===== src/rtl/sram_port_arbiter_pkg.sv =====
// Shared types and constants for the two-port SRAM arbiter.
// FSM encodings and port indices used by the top and its arbiter.
package sram_port_arbiter_pkg;

  localparam int DATA_W_DEF = 4;
  localparam int ADDR_W_DEF = 4;

  typedef enum logic [1:0] {
    ST_IDLE   = 2'd0,
    ST_ACCESS = 2'd1,
    ST_DONE   = 2'd2
  } state_e;

  localparam logic PORT0 = 1'b0;
  localparam logic PORT1 = 1'b1;

endpackage


===== src/rtl/sram_port_arbiter_rr_arbiter2.sv =====
// Two-way round-robin grant logic, purely combinational.
// On a tie the port that did not win last time is granted.
module rr_arbiter2
  import sram_port_arbiter_pkg::*;
(
  input  logic [1:0] valid_i,
  input  logic       last_grant_i,
  input  logic       enable_i,
  output logic [1:0] grant_o
);

  always_comb begin
    grant_o = 2'b00;
    if (enable_i) begin
      unique case (valid_i)
        2'b01:   grant_o = 2'b01;
        2'b10:   grant_o = 2'b10;
        2'b11:   grant_o = (last_grant_i == PORT1) ? 2'b01 : 2'b10;
        default: grant_o = 2'b00;
      endcase
    end
  end

endmodule


===== src/rtl/sram_port_arbiter.sv =====
// Round-robin arbiter sharing one async-read SRAM between two ports.
// Accept, one access cycle, one response cycle per transaction.
module sram_port_arbiter
  import sram_port_arbiter_pkg::*;
#(
  parameter int DATA_W = DATA_W_DEF,
  parameter int ADDR_W = ADDR_W_DEF
) (
  input  logic              clk,
  input  logic              rst_n,
  input  logic              req0_valid,
  output logic              req0_ready,
  input  logic              req0_we,
  input  logic [ADDR_W-1:0] req0_addr,
  input  logic [DATA_W-1:0] req0_wdata,
  output logic              rsp0_valid,
  output logic [DATA_W-1:0] rsp0_rdata,
  input  logic              req1_valid,
  output logic              req1_ready,
  input  logic              req1_we,
  input  logic [ADDR_W-1:0] req1_addr,
  input  logic [DATA_W-1:0] req1_wdata,
  output logic              rsp1_valid,
  output logic [DATA_W-1:0] rsp1_rdata,
  output logic              mem_cs,
  output logic              mem_we,
  output logic [ADDR_W-1:0] mem_addr,
  output logic [DATA_W-1:0] mem_wdata,
  input  logic [DATA_W-1:0] mem_rdata
);

  state_e            state_q;
  logic              last_q;
  logic              gidx_q;
  logic              we_q;
  logic [ADDR_W-1:0] addr_q;
  logic [DATA_W-1:0] wdata_q;
  logic [DATA_W-1:0] rdata0_q;
  logic [DATA_W-1:0] rdata1_q;

  logic [1:0]        grant;
  logic              we_d;
  logic [ADDR_W-1:0] addr_d;
  logic [DATA_W-1:0] wdata_d;

  rr_arbiter2 u_arb (
    .valid_i      ({req1_valid, req0_valid}),
    .last_grant_i (last_q),
    .enable_i     (rst_n && (state_q == ST_IDLE)),
    .grant_o      (grant)
  );

  // Mux only the granted port so mem_* never sees the loser's inputs.
  always_comb begin
    we_d    = grant[1] ? req1_we    : req0_we;
    addr_d  = grant[1] ? req1_addr  : req0_addr;
    wdata_d = grant[1] ? req1_wdata : req0_wdata;
  end

  always_ff @(posedge clk) begin
    if (!rst_n) begin
      state_q  <= ST_IDLE;
      last_q   <= PORT1;
      gidx_q   <= PORT0;
      we_q     <= 1'b0;
      addr_q   <= '0;
      wdata_q  <= '0;
      rdata0_q <= '0;
      rdata1_q <= '0;
    end else begin
      unique case (state_q)
        ST_IDLE: begin
          if (|grant) begin
            gidx_q  <= grant[1];
            last_q  <= grant[1];
            we_q    <= we_d;
            addr_q  <= addr_d;
            wdata_q <= wdata_d;
            state_q <= ST_ACCESS;
          end
        end
        ST_ACCESS: begin
          if (!we_q) begin
            if (gidx_q == PORT1) rdata1_q <= mem_rdata;
            else                 rdata0_q <= mem_rdata;
          end
          state_q <= ST_DONE;
        end
        ST_DONE: state_q <= ST_IDLE;
        default: state_q <= ST_IDLE;
      endcase
    end
  end

  assign req0_ready = grant[0];
  assign req1_ready = grant[1];

  // Gated by rst_n so a reset cycle can never write the SRAM.
  assign mem_cs    = rst_n && (state_q == ST_ACCESS);
  assign mem_we    = mem_cs && we_q;
  assign mem_addr  = rst_n ? addr_q  : '0;
  assign mem_wdata = rst_n ? wdata_q : '0;

  assign rsp0_valid = rst_n && (state_q == ST_DONE) && (gidx_q == PORT0);
  assign rsp1_valid = rst_n && (state_q == ST_DONE) && (gidx_q == PORT1);
  assign rsp0_rdata = rst_n ? rdata0_q : '0;
  assign rsp1_rdata = rst_n ? rdata1_q : '0;

endmodule


===== config.mk =====
export PLATFORM = sky130hd
export DESIGN_NAME = sram_port_arbiter
export DESIGN_NICKNAME = d
export VERILOG_FILES = /design/src/rtl/sram_port_arbiter_pkg.sv /design/src/rtl/sram_port_arbiter_rr_arbiter2.sv /design/src/rtl/sram_port_arbiter.sv
export SDC_FILE = /design/constraint.sdc
export NUM_CORES = 1
export LEC_CHECK = 0
export CORE_MARGIN = 8
export CORE_UTILIZATION = 37
export CTS_BUF_LIST = sky130_fd_sc_hd__clkbuf_4 sky130_fd_sc_hd__clkbuf_8 sky130_fd_sc_hd__clkbuf_16
export CTS_CLUSTER_SIZE = 20
export DETAILED_ROUTE_END_ITERATION = 10
export PLACE_DENSITY = 0.79
export RECOVER_POWER = 100
export SYNTH_ARGS = -nofsm -noshare
export SYNTH_HDL_FRONTEND = slang
export SYNTH_HIERARCHICAL = 1
export SYNTH_SLANG_ARGS = --single-unit

===== constraint.sdc =====
create_clock -name clk -period 2 [get_ports clk]
set_clock_uncertainty 0.15 [all_clocks]
set_input_delay 0.4 -clock clk [delete_from_list [all_inputs] [get_ports clk]]
set_output_delay 0.4 -clock clk [all_outputs]
set_load 0.01 [all_outputs]

Word level (Yosys, flattened, before mapping)
Index checks and enable logic that the tools add are counted.

Equal/unequal tests: 6. Mux-type cells: 12. Bitwise gates (word level): 2. Reductions and logical operators: 11.

Operators with widths (count): 2-to-1 mux 4 bit (6); equality test 2 bit (second input constant) (3); logical AND 1 bit (6); 2-to-1 mux 2 bit (3); case mux 2 bit (3 select lines) (1); AND reduction 3 bit (2); equality test 2 x 1 -> 1 bit (second input constant) (2); case mux 2 bit (2 select lines) (1); zero test 2 bit (1); != test 2 x 1 -> 1 bit (second input constant) (1); inverter 1 bit (2); AND reduction 2 bit (1); OR reduction 2 bit (1); 2-to-1 mux 1 bit (1).

Bits in registers: 21. Input port bits: 26. Output and inout port bits: 22. Logic and storage cells: 39.

Logic depth before layout (Yosys ltp)
Word-level depth: 6. Gate-level depth with buffers: 9. Gate-level depth less buffers: 7.

Hierarchy
Netlist, hierarchy kept.

Modules (own cells, without submodules): sram_port_arbiter (instances 1, cells an instance 116, area an instance 1042.2 µm², sequential area each 420.4 µm²); rr_arbiter2 (instances 1, cells an instance 5, area an instance 21.3 µm², sequential area each 0.0 µm²).

Worst setup path after synthesis
OpenSTA, ideal clock, no wires.

Path kind: register to register. Start point: register state_q[0]. End point: register addr_q[0]. Setup time: 0.116 ns. Data arrival time: 1.838 ns. Required time: 1.734 ns. Slack: -0.104 ns. Stages on the path, launching flop included: 10. Path buffers: 2. Period minus slack after synthesis: 2.104 ns. Path through: dfxtp_1 > nor2_2 > buf_2 > and2_1 > nand2_1 > a21oi_1 > buf_2 > mux2i_1 > nand3_1 > o211a_1.

Cells in the longest elaborated chain, start to end: 5. Elaborated cells on any way between the ends: 6. Those cells by class: mux (2); reduce/logical (4).

Ends and longest elaborated chain: from (decl) (line sram_port_arbiter.sv:32) `state_e state_q;`; from (signal assigned) (line sram_port_arbiter.sv:62) `state_q <= ST_IDLE;`; from (signal assigned) (line sram_port_arbiter.sv:79) `state_q <= ST_ACCESS;`; from (signal assigned) (line sram_port_arbiter.sv:87) `state_q <= ST_DONE;`; zero test 2 bit (*) (line sram_port_arbiter.sv:49) `.enable_i (rst_n && (state_q == ST_IDLE)),`; logical AND 1 bit (*) (line sram_port_arbiter.sv:49); 2-to-1 mux 2 bit (*) (line sram_port_arbiter_rr_arbiter2.sv:14) `if (enable_i) begin`; net req1_ready (line sram_port_arbiter.sv:19) `output logic req1_ready,`; OR reduction 2 bit (line sram_port_arbiter.sv:73) `if (|grant) begin`; AND reduction 2 bit (no line); to (signal assigned) (line sram_port_arbiter.sv:77) `addr_q <= addr_d;`; to (decl) (line sram_port_arbiter.sv:36) `logic [ADDR_W-1:0] addr_q;`.

Mark *: on every way through the listed nets, which the timed path passes. The rest lies on a longest branch. A chain may end at the register's enable or synchronous reset.

Worst setup path after layout
Start point: register state_q[0]. End point: output port mem_cs.

Cells in the longest elaborated chain, start to end: 2.

Ends and longest elaborated chain: equality test 2 x 1 -> 1 bit (line sram_port_arbiter.sv:99) `assign mem_cs = rst_n && (state_q == ST_ACCESS);`; logical AND 1 bit (line sram_port_arbiter.sv:99); to (decl) (line sram_port_arbiter.sv:25) `output logic mem_cs,`.

Every way passes these cells.

==> impl_results.md <==
- Area growth from synthesis to layout: 55.4%
- Met1 WL: 1340 um
- Max transition margin: 57.3%
- Worst EP required: 1.45 ns
- DRT Pass-1 Iters: 4
- Delay-heaviest family, CP: buffers and inverters
- Synthesized area: 1060 um2
- Max frequency: 0.515 GHz
- CP Data Arrival Time: 1.39 ns
- Total track usage: 11.7%
- Syn_nets: 147
- Setup Viol. Count Final: 0
- Synth cell types: 23
- Fill count: 232
- Post-route ant nets: 0
- Vias/cell: 4.89
- Starting density of the core: 38.9%
- Register area share after synthesis: 39.5%
- Die X: 69.6 um
- Vias in the first global route: 1068
- Critical path class: flip-flop to primary output
- Yosys Warn Count: 6
- Share of cells above drive strength 1: 17.8%
- Layout net count: 207
- Worst Hold Path Cells: 1
- CP Max Fanout: 7
- Sum Neg Setup Slack: 0 ns
- Adder and majority gate portion of the synthesized area: 0%
- Cell taking the most area after synthesis: dfxtp_1
- Syn avg cell area: 8.79 um2
- Reg2reg setup slack: 0.14 ns
- Dpl hpwl: 2340 um
- Worst r2r src: state_q[1]
- Post-Synthesis Cells: 121
- Drt wl/cell: 14.0 um
- Worst Setup End Kind: primary output
- Root buf cell: clkbuf_4
- Clock Path Buffers: 2
- CP most frequent cell: buf_4
- CP startpoint kind: flip-flop
- Top sig layer: met4
- PortBufs: 47
- Register bit total from synthesis: 21
- Post-CTS Setup Bufs: 0
- Combinational family with the most area after synthesis: simple AND/OR/NAND/NOR gates
- Clk_lat worst skew: 0.29 ns
- Final GP Congestion: 0.771
- Die H: 69.6 um
- Slew Limit Fails: 0
- CTS tree: yes
- Number of buffers created by CTS: 3
- Antenna violations before repair: 0
- CP max stage cell: dfxtp_2
- Hold Crit Class: flip-flop to flip-flop
- Tmin final: 1.94 ns
- Slew @ Worst Pin: 0.638 ns
- N_diodes: 0
- Status: complete, no violations
- Post-Synth XOR/XNOR Area: 0%
- Largest cells by area after synthesis: dfxtp_1, mux2i_1, nand3_1
- Hold Vio Cnt, Final: 0
- Max H-tree Level: 1
- First-pass GRT wire length: 4920 um
- Depth of the most critical reg-to-reg path: 8
- Cell Pwr Density: 548 nW/um2
- Grt total ovfl: 0
- Crit-path cells: buf_4, and3b_2, buf_4, dlygate4sd2_1
- WL final: 2950 um
- IO Pins: 48
- Mux contribution to synthesized area: 8.47%
- CTS Hold Bufs: 0
- CP startpoint: state_q[0]
- Clock slew at reported path FFs: 0.11 ns
- Total of max-cap violations: 0
- Min Hold Slack: 0.352 ns
- Worst VDD drop: 0.344 mV
- Reg2reg end: addr_q[3]
- Initial DRC Count: 32
- Area of the multi-input gates: 546 um2
- DRC: 0
- Hold wc startpoint: wdata_q[2]
- Met2 WL: 1360 um
- Synth Area in Simple Gates: 28.9%
- Core footprint: 2730 um2
- Sequential Area: 423 um2
- Die area: 4850 um2
- Largest net degree at the start of global routing: 29
- Hold EP: wdata_q[2]
- RSZ-0062 raised after global routing: no
- Cell Rows: 19
- Compound-Gate Fraction of Synth Area: 13.9%
- P_leak: 0.889 nW
- Part of the cycle the worst path needs: 97.2%
- CTS Sinks: 21
- WP buf/inv: 3
- Yosys top cell area share: 39.5%
- Vias: 1032
- Delay of the slowest critical-path stage: 0.34 ns
- Met3 Wirelength: 218 um
[metal layers]
| layer | global-route usage [%] | vias up |
|---|---|---|
| met5 | 0 | - |
| met4 | 4.02 | 0 |
| met3 | 4.01 | 4 |
| met2 | 19.4 | 41 |
| met1 | 13.7 | 454 |
| li1 | - | 533 |
[cells by family (layout without fill, tap and decap cells)]
kind of cell	count (synthesis)	in the layout
and+or+nand+nor	53	53
DFF	21	21
AOI/OAI and AO/OA	20	20
buffers and inverters	18	77
muxes	9	9
[placed cells by master, fill, tap and decap left out, types with 2 or more instances in the layout]
master,count
dfxtp_1,19
mux2i_1,9
nand2_1,14
clkbuf_4,4
o211a_1,9
dlygate4sd2_1,20
inv_1,9
clkdlybuf4s50_1,24
a21oi_2,2
and3b_2,2
dfxtp_2,2
buf_4,16
nand3_1,18
o21ai_0,7
and2_1,8
and2_0,2
[Yosys cell counts (all sizes together)]
master / n
dfxtp: 21
nand3: 18
nand2: 14
and2: 11
inv: 9
mux2i: 9
o211a: 9
o21ai: 8
buf: 6
clkbuf: 3
a21oi: 2
and3b: 2
a21boi: 1
and3: 1
and4bb: 1
nor2: 1
nor3: 1
nor3b: 1
nor4b: 1
or2: 1
or3b: 1
[how the worst max path moves through the flow]
stage	cells past startpoint	slack, ns	end
floorplan	9	0.07	wdata_q[0]
global placement	4	-0.47	mem_addr[2]
detailed placement	5	-0.52	rsp0_rdata[2]
CTS	5	0.008	req0_ready
global route	5	0.0009	req0_ready
finish	4	0.06	mem_cs
[worst reg2reg max path: stages, from the launching register on]
cell and delay [ns]:
dfxtp_2 0.37, nor2_2 0.04, and2_1 0.17, nand2_1 0.08, a21oi_2 0.04, buf_4 0.19, or2_0 0.24, and2_2 0.26
o211a_1 0.22
[layout make-up]
class                           instances  share of cell area (%)
Tap cell                               31                    2.35
Timing Repair Buffer                   64                    35.2
Inverter                                9                    2.04
Sequential cell                        21                    25.6
Clock buffer                            4                    1.82
Multi-Input combinational cell         82                    33.0
[flip-flops by register name, indices dropped and copies added, names as in the netlist]
register  count
rdata0_q      4
addr_q        4
rdata1_q      4
state_q       2
wdata_q       4
gidx_q        1
we_q          1
last_q        1
[power breakdown]
| part | switching, mW | leakage [nW] | internal [mW] | total (mW) |
|---|---|---|---|---|
| combinational | 0.0969 | 0.698 | 0.130 | 0.227 |
| clock | 0.119 | 0.0184 | 0.0910 | 0.210 |
| sequential | 0.0180 | 0.173 | 0.450 | 0.468 |
| total | 0.234 | 0.889 | 0.671 | 0.906 |
[metrics by stage]
stage | util, % | cell area, um2 | total power, mW | cells | worst slack [ns]
floorplan | - | 1070 | 0.600 | 121 | 0.0714
global placement | 60.0 | 1640 | 0.711 | 207 | -0.469
detailed placement | 60.0 | 1640 | 0.717 | 207 | -0.520
CTS | 60.8 | 1660 | 0.918 | 211 | 0.00817
finish | 60.5 | 1650 | 0.906 | 211 | 0.0564
global route | 60.5 | 1650 | 0.955 | 211 | 0.000866
[timing repair]
action                     4_1_cts  5_1_grt
setup endpoints to repair       33        7
gates resized for setup         32        5
pin swaps                        0        0
gates cloned                     0        0
Power figures use the tool's default switching activity.
